$ cat config.mk
export PLATFORM = sky130hd
export DESIGN_NAME = input_conditioner
export DESIGN_NICKNAME = d
export VERILOG_FILES = /design/src/rtl/input_conditioner.sv
export SDC_FILE = /design/constraint.sdc
export NUM_CORES = 1
export LEC_CHECK = 0
export CAP_MARGIN = 20
export CELL_PAD_IN_SITES_DETAIL_PLACEMENT = 0
export CELL_PAD_IN_SITES_GLOBAL_PLACEMENT = 1
export CORE_MARGIN = 4
export CORE_UTILIZATION = 45
export DETAILED_ROUTE_END_ITERATION = 7
export HOLD_SLACK_MARGIN = 0.15
export PLACE_DENSITY_LB_ADDON = 0.05
export SLEW_MARGIN = 20
export SYNTH_ARGS = -nofsm -noshare
export SYNTH_HDL_FRONTEND = slang
export SYNTH_SLANG_ARGS = --single-unit
$ cat constraint.sdc
create_clock -name i_clk -period 2.66 [get_ports i_clk]
set_input_delay 0.399 -clock i_clk [delete_from_list [all_inputs] [get_ports i_clk]]
set_output_delay 0.399 -clock i_clk [all_outputs]
set_load 0.01 [all_outputs]
$ cat src/rtl/input_conditioner.sv
// Switch and push-button conditioner for the LSU input-peripheral bank.
// Synchronises pads, debounces, and raises press pulses and sticky flags.
module input_conditioner #(
  parameter int SW_WIDTH     = 32,
  parameter int BTN_WIDTH    = 4,
  parameter int SW_TICK      = 500000,
  parameter int BTN_DEBOUNCE = 250000
) (
  input  logic                 i_clk,
  input  logic                 i_rst,
  input  logic [SW_WIDTH-1:0]  i_sw_raw,
  input  logic [BTN_WIDTH-1:0] i_btn_raw,
  input  logic [BTN_WIDTH-1:0] i_btn_clr,
  output logic [SW_WIDTH-1:0]  o_sw_level,
  output logic [BTN_WIDTH-1:0] o_btn_level,
  output logic [BTN_WIDTH-1:0] o_btn_rise,
  output logic [BTN_WIDTH-1:0] o_btn_sticky
);

  localparam int CW = (BTN_DEBOUNCE > 1) ? $clog2(BTN_DEBOUNCE) : 1;
  localparam int TW = (SW_TICK > 1) ? $clog2(SW_TICK) : 1;

  localparam logic [CW-1:0] CNT_MAX  = CW'(BTN_DEBOUNCE - 1);
  localparam logic [TW-1:0] TICK_MAX = TW'(SW_TICK - 1);

  // Synchroniser stages.
  logic [SW_WIDTH-1:0]  r_sw_s1;
  logic [SW_WIDTH-1:0]  r_sw_s2;
  logic [BTN_WIDTH-1:0] r_btn_s1;
  logic [BTN_WIDTH-1:0] r_btn_s2;

  // Button debounce state.
  logic [CW-1:0]        r_btn_cnt [BTN_WIDTH];
  logic [BTN_WIDTH-1:0] r_btn_level;
  logic [BTN_WIDTH-1:0] r_btn_rise;
  logic [BTN_WIDTH-1:0] r_btn_sticky;

  // Switch debounce state.
  logic [TW-1:0]        r_tick_cnt;
  logic [SW_WIDTH-1:0]  r_sw_samp;
  logic [SW_WIDTH-1:0]  r_sw_level;

  // Combinational helpers.
  logic [BTN_WIDTH-1:0] w_btn_diff;
  logic [BTN_WIDTH-1:0] w_btn_done;
  logic [BTN_WIDTH-1:0] w_btn_set;
  logic                 w_tick;
  logic                 w_sw_stable;

  // Two-flop synchronisers on every pad input.
  always_ff @(posedge i_clk) begin
    if (i_rst) begin
      r_sw_s1  <= '0;
      r_sw_s2  <= '0;
      r_btn_s1 <= '0;
      r_btn_s2 <= '0;
    end else begin
      r_sw_s1  <= i_sw_raw;
      r_sw_s2  <= r_sw_s1;
      r_btn_s1 <= i_btn_raw;
      r_btn_s2 <= r_btn_s1;
    end
  end

  // Per-button flip decision: differing level that has run a full window.
  always_comb begin
    w_btn_diff = r_btn_s2 ^ r_btn_level;
    w_btn_done = '0;
    for (int b = 0; b < BTN_WIDTH; b++) begin
      w_btn_done[b] = w_btn_diff[b] && (r_btn_cnt[b] == CNT_MAX);
    end
    w_btn_set = w_btn_done & r_btn_s2;
  end

  // Button debounce counters and accepted levels.
  always_ff @(posedge i_clk) begin
    if (i_rst) begin
      r_btn_level <= '0;
      for (int b = 0; b < BTN_WIDTH; b++) begin
        r_btn_cnt[b] <= '0;
      end
    end else begin
      for (int b = 0; b < BTN_WIDTH; b++) begin
        if (!w_btn_diff[b]) begin
          r_btn_cnt[b] <= '0;
        end else if (w_btn_done[b]) begin
          r_btn_cnt[b]   <= '0;
          r_btn_level[b] <= r_btn_s2[b];
        end else begin
          r_btn_cnt[b] <= r_btn_cnt[b] + 1'b1;
        end
      end
    end
  end

  // Press pulse, registered alongside the level flip.
  always_ff @(posedge i_clk) begin
    if (i_rst) begin
      r_btn_rise <= '0;
    end else begin
      r_btn_rise <= w_btn_set;
    end
  end

  // Sticky flags; a press (including one whose pulse is showing) beats a clear.
  always_ff @(posedge i_clk) begin
    if (i_rst) begin
      r_btn_sticky <= '0;
    end else begin
      r_btn_sticky <= (r_btn_sticky & ~i_btn_clr)
                    | w_btn_set
                    | r_btn_rise;
    end
  end

  assign w_tick      = (r_tick_cnt == TICK_MAX);
  assign w_sw_stable = (r_sw_s2 == r_sw_samp);

  // Shared free-running sample tick for the switch bank.
  always_ff @(posedge i_clk) begin
    if (i_rst) begin
      r_tick_cnt <= '0;
    end else if (w_tick) begin
      r_tick_cnt <= '0;
    end else begin
      r_tick_cnt <= r_tick_cnt + 1'b1;
    end
  end

  // Accept the switch vector only when two consecutive ticks agree.
  always_ff @(posedge i_clk) begin
    if (i_rst) begin
      r_sw_samp  <= '0;
      r_sw_level <= '0;
    end else if (w_tick) begin
      r_sw_samp <= r_sw_s2;
      if (w_sw_stable) begin
        r_sw_level <= r_sw_s2;
      end
    end
  end

  assign o_sw_level   = r_sw_level;
  assign o_btn_level  = r_btn_level;
  assign o_btn_rise   = r_btn_rise;
  assign o_btn_sticky = r_btn_sticky;

endmodule

==> Word-level counts from Yosys, hierarchy flattened <==
Memory sizes are Yosys's and may differ from the RTL's.
Index checks and enable logic that the tools add are counted.
{ "word_totals": {"latch_bits": 0, "wordCells": 111, "mem_bits_rw": 72, "output_inout_bits": 44, "mem_count": 1, "mem_bits_ro": 0, "regBits": 167, "inputBits": 42} }
{ "mem_list": {"columns": ["memory", "words", "word_bits", "rd", "rd_ports_with_merged_regs", "wr", "line_no", "rtl"], "rows": [
  ["r_btn_cnt", 4, 18, 4, 0, 4, "33", "logic [CW-1:0] r_btn_cnt [BTN_WIDTH];"]
]} }
{ "op_classes": {"order_cmp": 0, "add_sub_neg": 5, "shifts": 0, "div": 0, "n_reduce_logical": 10, "bitwise_logic": 18, "mul": 0, "muxes": 58, "eq_ne": 6} }
{ "op_table": {"columns": ["cell", "n"], "rows": [
  ["2-to-1 mux 18 bit", 12],
  ["adder 18 x 1 -> 18 bit, second input constant", 4],
  ["equality test 18 bit, second input constant", 4],
  ["2-to-1 mux 1 bit", 46],
  ["equality test 32 bit", 1],
  ["adder 19 x 1 -> 19 bit, second input constant", 1],
  ["equality test 19 bit, second input constant", 1],
  ["OR 1 bit", 12],
  ["AND reduction 2 bit", 5],
  ["bitwise AND 4 bit", 2],
  ["OR 4 bit", 2],
  ["logical AND 1 bit", 4],
  ["NOT 4 bit", 1],
  ["XOR 4 bit", 1],
  ["OR reduction 2 bit", 1]
]} }

==> Depth between registers and ports, before layout <==
Gate-level depths: netlist (run 1).
{ "depth": {"word_depth": 8, "depth_mapped": 7, "ltp_nobuf": 6} }

==> Least setup slack after synthesis (run 1) <==
No wires, ideal clock.
{ "synth_timing": {"kind": "register -> register", "startpoint": "mem r_btn_cnt[0][9] (netlist bit)", "endpoint": "mem r_btn_cnt[0][10] (netlist bit), data pin", "setup_slack_ps": 543, "arrival_time_ps": 1861, "setup_ps": 257, "synth_period_minus_slack_ps": 2117, "t_required_ps": 2403, "n_path_buf": 2, "path_stages_with_launch": 7, "path_cell_list": "edfxtp_1 or4b_1 nor4_1 or3_1 buf_2 buf_2 nor2_1"} }
{ "synth_lines": {"columns": ["item", "line_no"], "rows": [
  ["start, declared", "33"]
]} }

==> flow_metrics.tcl, run 1 <==
set metrics [dict create \
    status "finished clean" \
    cts_num_sinks 239 \
    r2r_cells 5 \
    rsz0062_at_grt "no" \
    r2r-start "r_btn_cnt[0][9]" \
    antenna_found_initial 0 \
    drt_iter0_drc 472 \
    setup_viol 0 \
    cts_resized 0 \
    synth_top_area_cell "dfxtp_1" \
    vias 6995 \
    placedInstanceArea_mm2 0.01125 \
    hold_viol 0 \
    cts_tree "done" \
    synth-seq-area-share_pct 55.98 \
    synth.area.top_cells "dfxtp_1 34%, edfxtp_1 22%, xor2_1 5.9%, nor2_1 4.8%, nor2b_1 4.6%" \
    die_w_um 155.8 \
    synth_area_mm2 0.009834 \
    finalClockSkew_ns 0.01296 \
    async_reset_ff_share_pct 0 \
    routabilityCongestion 0.7906 \
    finalSetupTns_ns 0 \
    worstSkewPairLatency_ns 0.52 \
    powerDensity_mw_per_mm2 642.4 \
    hold_ws_ns 0.2685 \
    avgSynthCellArea_um2 9.894 \
    fmax_ghz 0.4557 \
    drc_errors 0 \
    synth-edff-count 72 \
    num_antenna_cells 0 \
    die_h_um 155.8 \
    r2r-end "r_btn_cnt[0][14]" \
    yosys_warnings 0 \
    num_rows 53 \
    startpoint "r_btn_cnt[0][9]" \
    vdd_drop_max_mv 0.4201 \
    grt_pass1_wl_mm 33.05 \
    cts_setup_buffers 0 \
    clk_pin_slew_ns 0.06 \
    rrSetupSlack_ns 0.47 \
    drv_cap 0 \
    whs_path_depth 2 \
    synth_cell_types 35 \
    io_pins 86 \
    crit_end "r_btn_cnt[0][14]" \
    clockRootBuffer "clkbuf_16" \
    first_global_vias 6647 \
    grt_max_degree 65 \
    wl_per_cell_um 13.61 \
    fin_nets 1194 \
    routed_via_density 4.851 \
    period_share_pct 82.50 \
    drt.antenna.violating_nets 0 \
    finalInstanceArea_mm2 0.01210 \
    cp_data_required_time_ns 2.92 \
    cp_max_fo 18 \
    slew_headroom_pct 49.04 \
    grtUsageTotal_pct 16.16 \
    dominantRegCellSynth "dfxtp_1" \
    overflow 0 \
    fill_cells 1908 \
    end_kind "flip-flop" \
    drive_gt1_share_pct 5.913 \
    area_delta_synth_final_pct 23.00 \
    initial_core_util_pct 46.20 \
    synth-seq-cells 239 \
    cts_buffers 27 \
    die_area_mm2 0.02428 \
    yosysMostFrequentCell "dfxtp_1" \
    clock_path_buffers 3 \
    core_mm2 0.02129 \
    start_kind "flip-flop" \
    worstPathArrival_ns 2.46 \
    htreeDepth 1 \
    hold_path.class "input pin to flip-flop" \
    path_class "flip-flop to flip-flop" \
    cts_hold_buf 0 \
    io_buffer_count 85 \
    synth_cells 994 \
    dr.pass1.iters 5 \
    synthTopCellsByCount "167 x dfxtp_1, 126 x nor2_1, 96 x nand2_1, 75 x a21oi_1, 73 x nor2b_1" \
    tightestPinTransition_ns 0.7574 \
    final_max_slew_viol_count 0 \
    p_leak_nw 4.362 \
    synth_top_area_share_pct 33.99 \
    fin_crit_ns 2.194 \
    routed_wl_mm 19.62 \
    hpwlAfterDp_mm 13.09 \
]
-- layout by cell type (no fill, tap or decap), types with 6 or more instances in the layout --
cell and n:
clkbuf_1 11, nand3_1 24, a21oi_1 75, edfxtp_1 72
buf_4 20, o31ai_1 32, inv_1 19, conb_1 72
nor2_1 126, clkdlybuf4s50_1 84, nor4b_1 6, and3_1 9
dfxtp_1 167, clkbuf_16 28, nand4_1 56, nand2_1 96
xor2_1 66, nor2b_1 73, clkbuf_8 6, nor3_1 8
xnor2_1 50, nor4_1 20
-- routing by layer --
metal | wire length [um] | part of all wire [%] | global-route usage (%)
met1 | 9726 | 50 | 22.98
met3 | 740 | 3.8 | 2.857
met2 | 8767 | 45 | 25.76
met4 | 389 | 2.0 | 3.960
met5 | 0 | 0 | 0
-- how the worst min path moves through the flow --
stage,start,end,slack (ns)
3_5_place_dp,r_sw_s1[2],r_sw_s2[2],0.42
5_1_grt,i_rst,o_btn_level[0],0.28
6_report,i_rst,o_btn_level[0],0.27
3_3_place_gp,r_sw_s1[7],r_sw_s2[7],0.42
2_1_floorplan,r_btn_s1[0],r_btn_s2[0],0.41
4_1_cts,i_rst,o_btn_level[0],0.25
-- state kept, by name (all words and copies together) (netlist names) --
signal        count
r_sw_samp        32
r_tick_cnt       19
r_sw_s2          32
r_btn_s1          4
o_btn_level       4
o_btn_sticky      4
r_btn_cnt        72
r_btn_s2          4
r_sw_s1          32
o_btn_rise        4
o_sw_level       32
-- kinds of logic after synthesis --
logic type      after synthesis  share of synthesized area (%)
other cells                   1                        0.03813
mux                           2                         0.2036
buf+inv                      74                          3.244
simple gates                448                          23.21
flops                       239                          55.98
xor+xnor                    116                          10.33
fa+ha+maj                     5                         0.6361
compound gates              109                          6.361
-- through the flow --
stage / power, mW / util [%] / setup slack (ns) / std cells
2_1_floorplan: 4.213 / - / 0.5427 / 1065
3_3_place_gp: 4.363 / 52.86 / 0.5044 / 1393
3_5_place_dp: 4.362 / 52.86 / 0.4705 / 1393
4_1_cts: 7.881 / 56.83 / 0.4432 / 1442
5_1_grt: 8.090 / 56.83 / 0.3115 / 1442
6_report: 7.770 / 56.83 / 0.4656 / 1442
-- where the power goes --
group / leakage, nW / internal, mW / switching, mW
Sequential: 2.10 / 3.86 / 0.0825
Combinational: 1.84 / 0.157 / 0.191
Clock: 0.417 / 2.09 / 1.39
Total: 4.36 / 6.11 / 1.66
-- worst max-delay path, cell delays in order (launching register included) --
cell	delay (ns)
edfxtp_1	0.44
or4b_1	0.58
nor4_1	0.44
or3_1	0.17
buf_4	0.22
nor2_1	0.08
-- final cells by class --
type | count | area [um^2] | area share [%]
multi-input combinational | 752 | 4277 | 35.35
timing repair buffer | 107 | 1051 | 8.688
clock inverter | 4 | 20.02 | 0.1655
inverter | 20 | 75.07 | 0.6206
sequential | 239 | 5505 | 45.51
tap | 275 | 344.1 | 2.844
clock buffer | 45 | 824.5 | 6.816
No activity file was read; power rests on OpenSTA's default activity.
==> run 2: changes to the inputs <==
clock period = 2.3 ns   (was 2.66 ns; I/O delays follow)
==> flow_metrics.tcl, run 2 (synthesis results as in run 1) <==
set metrics [dict create \
    status "finished clean" \
    cts_num_sinks 239 \
    area_delta_synth_final_pct 24.96 \
    worstSkewPairLatency_ns 0.51 \
    drt_iter0_drc 336 \
    core_mm2 0.02129 \
    rsz0062_at_grt "no" \
    setup_viol 0 \
    fmax_ghz 0.4729 \
    grtUsageTotal_pct 16.26 \
    drv_cap 0 \
    grt_pass1_wl_mm 33.18 \
    die_h_um 155.8 \
    vias 7057 \
    htreeDepth 1 \
    p_leak_nw 4.481 \
    grt_max_degree 65 \
    tightestPinTransition_ns 0.5951 \
    final_cell_mix "167 x dfxtp_1, 126 x nor2_1, 96 x nand2_1, 84 x clkdlybuf4s50_1, 75 x a21oi_1" \
    cp_max_fo 35 \
    end_kind "flip-flop" \
    start_kind "flip-flop" \
    largest_register_ffs 72 \
    powerDensity_mw_per_mm2 742.5 \
    die_area_mm2 0.02428 \
    drc_errors 0 \
    finalClockSkew_ns 0.01061 \
    vdd_drop_max_mv 0.5566 \
    hpwlAfterDp_mm 13.40 \
    cp_data_required_time_ns 2.68 \
    wl_per_cell_um 13.64 \
    clockRootBuffer "clkbuf_16" \
    routed_wl_mm 19.85 \
    worstPathArrival_ns 2.50 \
    finalSetupTns_ns 0 \
    fin_nets 1209 \
    final_max_slew_viol_count 0 \
    antenna_found_initial 0 \
    io_pins 86 \
    hold_path.class "input pin to flip-flop" \
    routed_via_density 4.850 \
    drt.antenna.violating_nets 0 \
    initial_core_util_pct 46.20 \
    slew_headroom_pct 59.77 \
    cts_tree "done" \
    num_antenna_cells 0 \
    num_rows 53 \
    cts_hold_buf 0 \
    first_global_vias 6698 \
    fin_crit_ns 2.115 \
    die_w_um 155.8 \
    io_buffer_count 85 \
    cts_setup_buffers 0 \
    cts_buffers 27 \
    overflow 0 \
    path_class "flip-flop to flip-flop" \
    period_share_pct 91.94 \
    routabilityCongestion 0.7803 \
    top_register "r_btn_cnt" \
    dr.pass1.iters 4 \
    p_total_mw 9.124 \
    dp_slack_ns 0.1909 \
    drive_gt1_share_pct 7.373 \
    hold_viol 0 \
    hold_ws_ns 0.2306 \
    clock_path_buffers 3 \
    final_common_cell "dfxtp_1" \
    setup_slack_ns 0.1854 \
    clk_pin_slew_ns 0.06 \
]
==> run 2: timing repair <==
item                                   in CTS  in global routing
endpoints found under the hold margin       0                  0
setup endpoints to repair                   0                 10
resized for setup                           0                  1
==> run 2: power by group <==
| part | switching [mW] | internal [mW] | total (mW) |
|---|---|---|---|
| Sequential | 0.0941 | 4.46 | 4.55 |
| Combinational | 0.227 | 0.192 | 0.419 |
| Clock | 1.59 | 2.56 | 4.15 |
==> run 2: final cells by class <==
cell class,count,area [um^2]
fill,1909,8997
tap,275,344.1
clock buffer,34,732.0
sequential,239,5505
clock inverter,13,136.4
inverter,20,75.07
multi-input combinational,752,4283
timing repair buffer,122,1214
==> run 2: metrics by stage <==
stage	cells	area (um^2)	util, %
3_3_place_gp	1408	11410	53.62
4_1_cts	1455	12280	57.70
5_1_grt	1455	12290	57.73
6_report	1455	12290	57.73
2_1_floorplan	1065	10100	-
3_5_place_dp	1408	11410	53.62
==> run 2: worst max-delay path: stages, from the launching register on <==
cell	delay, ns
dfxtp_1	0.40
inv_2	0.06
or4_1	0.43
or4_4	0.52
buf_12	0.21
o31ai_1	0.27
a21oi_1	0.10
==> run 2: path summary, 6_finish.rpt <==
check                 from  slack (ns)  cells past startpoint             end
min                  i_rst        0.23                      2   o_btn_rise[0]
max          r_tick_cnt[8]        0.19                      6  o_sw_level[23]
min reg2reg    r_sw_s1[31]        0.43                      1     r_sw_s2[31]
max reg2reg  r_tick_cnt[8]        0.19                      6  o_sw_level[23]
==> run 2: metal layers <==
layer  GRT usage [%]  vias to the layer above  wire [um]
met4           4.460                        0        403
met1           23.25                     3240       9767
li1                -                     3681          -
met3           2.330                       31        768
met2           25.95                      105       8908
met5               0                        -          0
==> run 3: changes to the inputs <==
CORE_MARGIN = 3   (was 4)
MAX_ROUTING_LAYER = met4   (was default)
==> flow_metrics.tcl, run 3 (synthesis results as in run 1) <==
set metrics [dict create \
    power_frac_seq_pct 51.1 \
    routed.top_layer "met4" \
    cts_setup_buffers 0 \
    wl_per_cell_um 13.61 \
    wl_met2_mm 9.155 \
    area_delta_synth_final_pct 23.91 \
    clockRootBuffer "clkbuf_16" \
    clk_pin_slew_ns 0.06 \
    p_sw_mw 1.911 \
    p_leak_nw 4.425 \
    hpwlAfterDp_mm 13.10 \
    final_common_cell "dfxtp_1" \
    die_w_um 153.8 \
    placedInstanceArea_mm2 0.01137 \
    drc_errors 0 \
    dr.pass1.iters 4 \
    start_kind "flip-flop" \
    antenna_found_initial 0 \
    rrSetupSlack_ns 0.17 \
    cts_buffers 26 \
    multi_input_area_mm2 0.004277 \
    r2r_cells 6 \
    fin_crit_ns 2.131 \
    grtUsageTotal_pct 17.11 \
    die_area_mm2 0.02366 \
    crit_slowest_cell "or4_1" \
    vias 7125 \
    routed_via_density 4.907 \
    cts_resized 0 \
    clock_path_buffers 3 \
    rsz0062_at_grt "no" \
    worstPathArrival_ns 2.53 \
    finalSetupTns_ns 0 \
    drt.antenna.violating_nets 0 \
    slew_headroom_pct 62.39 \
    first_global_vias 6772 \
    cp_max_fo 65 \
    cts_num_sinks 239 \
    route.met3.wl_um 678 \
    slowest_delay_ns 0.47 \
    routabilityCongestion 0.8040 \
    final_cell_mix "167 x dfxtp_1, 126 x nor2_1, 96 x nand2_1, 84 x clkdlybuf4s50_1, 75 x a21oi_1" \
    io_pins 86 \
    io_buffer_count 85 \
    num_rows 53 \
    pwr-share-clk_pct 44.2 \
    p_sw_share_pct 21.44 \
    r2r-end "o_sw_level[4]" \
    wl_met1_mm 9.635 \
    drt_iter0_drc 317 \
    grt_max_degree 66 \
    seq_area_mm2 0.005505 \
    die_h_um 153.8 \
    p_comb_share_pct 4.6 \
    final_max_slew_viol_count 0 \
    cts_tree "done" \
    tightestPinTransition_ns 0.5563 \
    overflow 0 \
    end_kind "flip-flop" \
    hold_viol 0 \
    hold_path.class "input pin to flip-flop" \
    finalInstanceArea_mm2 0.01219 \
    num_antenna_cells 0 \
    p_int_mw 7.001 \
    drv_cap 0 \
    path_class "flip-flop to flip-flop" \
    status "finished clean" \
    drive_gt1_share_pct 6.797 \
    core_mm2 0.02122 \
    vdd_drop_max_mv 0.5699 \
    finalClockSkew_ns 0.008979 \
    path_cells "inv_2, or4_1, or4_4, buf_12, o31ai_1, a21oi_1" \
    worstSkewPairLatency_ns 0.52 \
    routed_wl_mm 19.76 \
    fin_nets 1206 \
    cp_data_required_time_ns 2.70 \
    period_share_pct 92.65 \
    cts_hold_buf 0 \
    crit_end "o_sw_level[4]" \
    r2r-start "r_tick_cnt[8]" \
    grt_pass1_wl_mm 33.26 \
    powerDensity_mw_per_mm2 731.3 \
    initial_core_util_pct 46.34 \
    setup_viol 0 \
    fill_cells 1917 \
    startpoint "r_tick_cnt[8]" \
    htreeDepth 1 \
    fmax_ghz 0.4693 \
    largest_register_ffs 72 \
    top_register "r_btn_cnt" \
]
run 3: cell count changes in the layout (fill, tap and decap cells not counted), sizes merged:
cell    delta
bufinv     -2
clkinv     -5
clkbuf     +5
inv        +1
buf        -2
run 3: cell type report:
class | count | area share (%)
Clock inverter | 7 | 0.4929
Inverter | 20 | 0.6161
Timing Repair Buffer | 120 | 9.631
Sequential cell | 239 | 45.18
Multi-Input combinational cell | 752 | 35.10
Tap cell | 275 | 2.824
Clock buffer | 39 | 6.161
run 3: stage by stage:
stage	total power, mW	util, %	cells	setup WS, ns	hold WS [ns]
floorplan	4.873	-	1065	0.1827	0.4138
global placement	5.055	53.60	1406	0.2207	0.4170
CTS	9.037	57.42	1452	0.1674	0.1629
global route	9.266	57.42	1452	0.01861	0.1884
finish	8.911	57.42	1452	0.1690	0.1749
detailed placement	5.057	53.60	1406	0.1751	0.4204
run 3: worst min-delay path by stage:
stage                                 to  cells past startpoint  slack, ns         from
after global routing      o_btn_level[2]                      2       0.19        i_rst
final                        r_btn_s1[2]                      2       0.17        i_rst
after global placement        r_sw_s2[3]                      1       0.42   r_sw_s1[3]
after detailed placement     r_sw_s2[22]                      1       0.42  r_sw_s1[22]
after floorplan              r_btn_s2[0]                      1       0.41  r_btn_s1[0]
after CTS                  o_btn_rise[2]                      2       0.16        i_rst
run 3: metal layers:
layer	up-vias	track usage [%]
li1	3678	-
met1	3317	23.22
met2	105	27.30
met3	25	2.308
met4	0	4.415
met5	-	-
run 3: power groups by stage:
stage	clock, mW	sequential [mW]	combinational [mW]
3_3_place_gp	0	4.64	0.413
2_1_floorplan	0	4.62	0.257
3_5_place_dp	0	4.64	0.413
5_1_grt	4.23	4.57	0.463
4_1_cts	4.07	4.55	0.415
6_report	3.94	4.55	0.414
run 3: critical path, delay by kind of cell, from the launching register on:
kind / cells / cell delay, ns
and+or+nand+nor: 2 / 0.92
buffers and inverters: 2 / 0.28
DFF: 1 / 0.38
AOI/OAI and AO/OA: 2 / 0.39
